[config.mk]
export PLATFORM = sky130hd
export DESIGN_NAME = fp_class_pipe
export DESIGN_NICKNAME = d
export VERILOG_FILES = /design/src/rtl/fp_class_pipe.sv
export SDC_FILE = /design/constraint.sdc
export NUM_CORES = 1
export LEC_CHECK = 0
export BUFFER_PORTS_ARGS = -buffer_cell sky130_fd_sc_hd__buf_4
export CELL_PAD_IN_SITES_DETAIL_PLACEMENT = 1
export CELL_PAD_IN_SITES_GLOBAL_PLACEMENT = 1
export CORE_ASPECT_RATIO = 1.1
export CORE_UTILIZATION = 51
export DETAILED_ROUTE_END_ITERATION = 16
export PLACE_DENSITY_LB_ADDON = 0.12
export SETUP_SLACK_MARGIN = 0.5
export SLEW_MARGIN = 10
export SYNTH_ARGS = -nofsm -noshare
export SYNTH_HDL_FRONTEND = slang
export SYNTH_SLANG_ARGS = --single-unit
[constraint.sdc]
create_clock -name clk_i -period 4.3 [get_ports clk_i]
set_input_delay 0.215 -clock clk_i [delete_from_list [all_inputs] [get_ports clk_i]]
set_output_delay 0.215 -clock clk_i [all_outputs]
set_load 0.01 [all_outputs]
[src/rtl/fp_class_pipe.sv]
// fp_class_pipe: registered floating-point classifier with a valid/ready handshake.
// It emits a RISC-V fclass-style one-hot class, with zero split out from subnormal
// and sNaN split from qNaN. It also keeps a saturating event counter for each class.
module fp_class_pipe #(
    parameter int EXP_W = 8,
    parameter int MAN_W = 7,
    parameter int CNT_W = 16
) (
    input  logic                   clk_i,
    input  logic                   rst_ni,
    input  logic                   in_valid_i,
    output logic                   in_ready_o,
    input  logic [EXP_W+MAN_W:0]   in_num_i,
    output logic                   out_valid_o,
    input  logic                   out_ready_i,
    output logic [9:0]             out_class_o,
    output logic [EXP_W+MAN_W:0]   out_num_o,
    input  logic                   cnt_clr_i,
    input  logic [3:0]             cnt_sel_i,
    output logic [CNT_W-1:0]       cnt_val_o
);

    localparam int W = 1 + EXP_W + MAN_W;

    logic             w_sign;
    logic [EXP_W-1:0] w_exp;
    logic [MAN_W-1:0] w_man;
    logic             w_expOnes;
    logic             w_expZero;
    logic             w_manZero;
    logic [9:0]       w_class;
    logic             w_accept;
    logic [CNT_W-1:0] w_cntVal;

    logic             r_outValid;
    logic [9:0]       r_outClass;
    logic [W-1:0]     r_outNum;
    logic [CNT_W-1:0] r_cnt [10];

    assign w_sign    = in_num_i[W-1];
    assign w_exp     = in_num_i[W-2:MAN_W];
    assign w_man     = in_num_i[MAN_W-1:0];
    assign w_expOnes = &w_exp;
    assign w_expZero = ~|w_exp;
    assign w_manZero = ~|w_man;

    // The register drains while downstream takes it, so there is no bubble at full rate.
    assign in_ready_o = !r_outValid || out_ready_i;
    assign w_accept   = in_valid_i && in_ready_o;

    // Decode the incoming operand into exactly one class bit. The sign is ignored for NaNs.
    always_comb begin
        w_class = '0;
        if (w_expOnes) begin
            if (w_manZero)
                w_class[w_sign ? 0 : 7] = 1'b1;
            else if (w_man[MAN_W-1])
                w_class[9] = 1'b1;
            else
                w_class[8] = 1'b1;
        end else if (w_expZero) begin
            if (w_manZero)
                w_class[w_sign ? 3 : 4] = 1'b1;
            else
                w_class[w_sign ? 2 : 5] = 1'b1;
        end else begin
            w_class[w_sign ? 1 : 6] = 1'b1;
        end
    end

    // Output register stage. Data loads on accept; valid clears once taken with nothing new.
    always_ff @(posedge clk_i or negedge rst_ni) begin
        if (!rst_ni) begin
            r_outValid <= 1'b0;
            r_outClass <= '0;
            r_outNum   <= '0;
        end else if (w_accept) begin
            r_outValid <= 1'b1;
            r_outClass <= w_class;
            r_outNum   <= in_num_i;
        end else if (out_ready_i) begin
            r_outValid <= 1'b0;
        end
    end

    // Per-class event counters. They saturate at all-ones, and clear wins over an increment.
    always_ff @(posedge clk_i or negedge rst_ni) begin
        if (!rst_ni) begin
            for (int k = 0; k < 10; k++) r_cnt[k] <= '0;
        end else if (cnt_clr_i) begin
            for (int k = 0; k < 10; k++) r_cnt[k] <= '0;
        end else if (w_accept) begin
            for (int k = 0; k < 10; k++) begin
                if (w_class[k] && (r_cnt[k] != {CNT_W{1'b1}}))
                    r_cnt[k] <= r_cnt[k] + {{(CNT_W-1){1'b0}}, 1'b1};
            end
        end
    end

    // Counter readout mux. Indices beyond the ten classes read as zero.
    always_comb begin
        w_cntVal = '0;
        for (int k = 0; k < 10; k++) begin
            if (cnt_sel_i == 4'(k)) w_cntVal = r_cnt[k];
        end
    end

    assign out_valid_o = r_outValid;
    assign out_class_o = r_outClass;
    assign out_num_o   = r_outNum;
    assign cnt_val_o   = w_cntVal;

endmodule
==> results by group <==
Outcome
  – Status: finished, final reports clean

Logic synthesis
  – Top cells by area, synth: dfrtp_1 42%, a21oi_1 6.2%, or3_1 4.3%
  – Sequential share of the synthesized area: a little over two fifths
  – Mux cell area share after synthesis: 6.62%
  – Post-synth EDFFs: 0
  – Leading cell types by count after synthesis: 187 x dfrtp_1, 140 x a21oi_1, 94 x nand2_1, 92 x o21ai_0, 78 x or3_1
  – Seq cells post-synth: about 190
  – Share of Yosys cell area claimed by the top area cell type: a little over two fifths
  – Cells after Synth: ~1,200
  – Unique masters post-synth: 68
  – Post-synthesis compound-gate area fraction: about a fifth
  – Post-Synth Simple-Gate Area: between 20 and 25%
  – Xor and xnor area share after synthesis: between 1.5 and 2%
  – Syn avg cell area: between 9 and 10 um^2
  – Largest family of logic cells by synthesized area: simple AND/OR/NAND/NOR gates
  – Adder-cell share of the synthesized area: 1.11%
  – Post-synthesis async set-or-reset flop share: 100%
  – Area leader, netlist: dfrtp_1
  – Syn_nets: between 1,000 and 1,500
  – Synth Warn #: 0
  – Top-count cell post-synth: dfrtp_1
  – Synthesized cell area: about 11,000 um^2
  – Synth Flop Type: dfrtp_1

STA
  – Achievable clock frequency: around 330 MHz
  – RSZ-0062 raised after global routing: false
  – Final min period: 3030 ps
  – Worst Tran Pin Value: roughly 1200 ps
  – Slew Limit Fails: 0
  – Setup Skew: slightly below 10 ps
  – Final setup fails: 0
  – Worst slew margin: about a fifth
  – Tcrit/Tclk final: a little over two thirds
  – Setup TNS: 0 ps
  – Fin. Hold Viols: 0

Detailed routing
  – DRC violations left: 0
  – Via density per instance: between 6 and 7
  – WL final: approximately 37 mm
  – Vias: 10,700
  – DR WL/cell: 23.4 um
  – DR pass1 iterations: 5
  – Post-route ant nets: 0
  – DRT iter0 DRCs: around 670

Hold path
  – Hold WC Path Type: in2reg
  – Hold wc startpoint: in_num_i[3]
  – Cell count of the worst hold path: 2
  – Hold EP: out_num_o[3]$_DFFE_PN0P_

Layout
  – FF/Latch Area: 4680 um^2
  – Layout cells sized above 1: 12.6%
  – # diodes: 0
  – Multi-input logic area: ~6200 um^2
  – Area Overhead vs Synth: 11.3%
  – Fillers: ~2,500
  – Final Net Count: ~1,300
  – Final instance area: 12,500 um^2

CTS
  – Worst-skew pair later-pin latency: 440 ps
  – CTS tree: built
  – Root buffer cell: clkbuf_16
  – H-tree depth: 4
  – Clock buffer count from CTS: 17
  – Clock sinks: about 190
  – CTS max path bufs: 2
  – Clk slew on worst S/H paths: about 70 ps

Pwr
  – Leak: around 4.7 nW
  – PwrDens: about 300 nW/um^2
  – Worst vdd ir: about 220 uV

Die
  – Initial Utilization: 52.3%
  – Die Area: 22,600 um^2
  – Io pins: ~70
  – Chip height: approximately 160 um
  – Core area: ~21,000 um^2
  – Cell Rows: 56
  – Die W: about 140 um

GRT
  – Vias in the first global route: approximately 11,000
  – First-pass GRT wire length: roughly 60 mm
  – Maximum number of pins on one net before global-route repair: 120
  – GR Util All Layers: 34.1%
  – GRT overflow: 0
  – Initial antenna violation count: 0

Worst setup path
  – Critical path type: in2out
  – Worst setup SP type: primary input
  – Worst EP arrival: around 2800 ps
  – Setup crit end kind: output port
  – R2R Setup Slk: 1580 ps
  – Worst EP required: between 4000 and 5000 ps
  – Endpoint of the worst-slack reg-to-reg timing path: r_cnt[55]$_DFFE_PN0P_
  – R2r startpoint: out_valid_o$_DFFE_PN0P_
  – Worst Path Max Fanout: 63
  – Worst R2R Path Depth: 6

Place
  – Placed cell area: between 10,000 and 15,000 um^2
  – Port Buf Inserts: slightly below 70
  – RePlAce Congestion: slightly above 0.9
  – Post-DP HPWL: between 20 and 30 mm

Job
  – Max Cap Violations: 0
power by group:
part	leakage, nW	total [mW]	switching [mW]	internal [mW]
logic	1.87	0.331	0.213	0.118
registers	2.57	1.80	0.0174	1.78
clock network	0.270	1.60	0.727	0.875
total	4.71	3.74	0.957	2.78
layer usage:
metal	track usage, %	vias to the layer above	part of all wire (%)
met3	4.45	96	5.3
li1	-	4799	-
met5	0	-	0
met4	15.4	0	4.4
met1	43.3	5449	41
met2	57.9	322	49
flip-flops by register name, indices dropped and copies added (netlist names):
signal and flops:
out_valid_o 1, r_cnt 160, out_num_o 16, out_class_o 10
per-stage QoR:
stage | hold slack (ps) | util, % | setup slack [ps] | std cells | power (mW)
3_5_place_dp | 430 | 55.5 | 1320 | 1540 | 2.17
4_1_cts | 28.8 | 58.3 | 1330 | 1571 | 3.75
6_report | 39.8 | 58.3 | 1270 | 1571 | 3.74
2_1_floorplan | -80.6 | - | 2140 | 1244 | 1.99
5_1_grt | 37.1 | 58.3 | 1100 | 1571 | 3.85
3_3_place_gp | 419 | 55.5 | 1420 | 1540 | 2.16
worst max path at each step:
stage,start,endpoint
2_1_floorplan,out_valid_o$_DFFE_PN0P_,r_cnt[88]$_DFFE_PN0P_
3_3_place_gp,in_num_i[1],r_cnt[105]$_DFFE_PN0P_
3_5_place_dp,in_num_i[1],r_cnt[105]$_DFFE_PN0P_
4_1_cts,cnt_sel_i[0],cnt_val_o[14]
5_1_grt,cnt_sel_i[0],cnt_val_o[14]
6_report,cnt_sel_i[0],cnt_val_o[3]
repair_timing:
action	CTS	global route
hold endpoints to repair	113	0
gates resized for setup	0	0
hold buffers	1	0
buffers inserted	0	0
final cells by class:
type / instances / share of cell area, %
well taps: 290 / 2.90
clock buffers: 19 / 3.55
repair buffers: 76 / 4.84
multi-input cells: 958 / 49.3
inverters: 30 / 0.901
flip-flops and latches: 187 / 37.5
clock inverters: 11 / 1.09
logic make-up (layout without fill, tap and decap cells):
family	count (synthesis)	after routing
xor+xnor	25	25
mux	70	70
buf+inv	99	136
compound gates	372	372
flops	187	187
fa+ha+maj	10	10
simple gates	481	481
critical path, stage by stage:
cell	delay (ps)
buf_4	570
nand2b_1	200
nor3b_1	910
o2bb2ai_1	190
o221ai_1	180
a22oi_1	310
buf_4	180
cells in the final DEF (no fill, tap or decap), drive strengths merged, types with 5 or more instances in the layout:
cell type / instances
nor2b: 15
a22o: 7
nand4: 33
o22ai: 6
buf: 74
a22oi: 15
nand2: 94
inv: 33
ha: 10
o221ai: 15
o21ai: 92
or2: 5
or4: 40
dfrtp: 187
o21a: 6
nor2: 65
a21oi: 140
and4: 16
xnor2: 15
o2bb2ai: 15
xor2: 10
o41ai: 8
mux2i: 36
clkbuf: 20
nor4: 22
mux2: 34
o2111ai: 7
o31ai: 33
nor3: 18
nand3: 63
and3: 11
or3: 78
o211ai: 6
(Power assumes the default switching activity.)
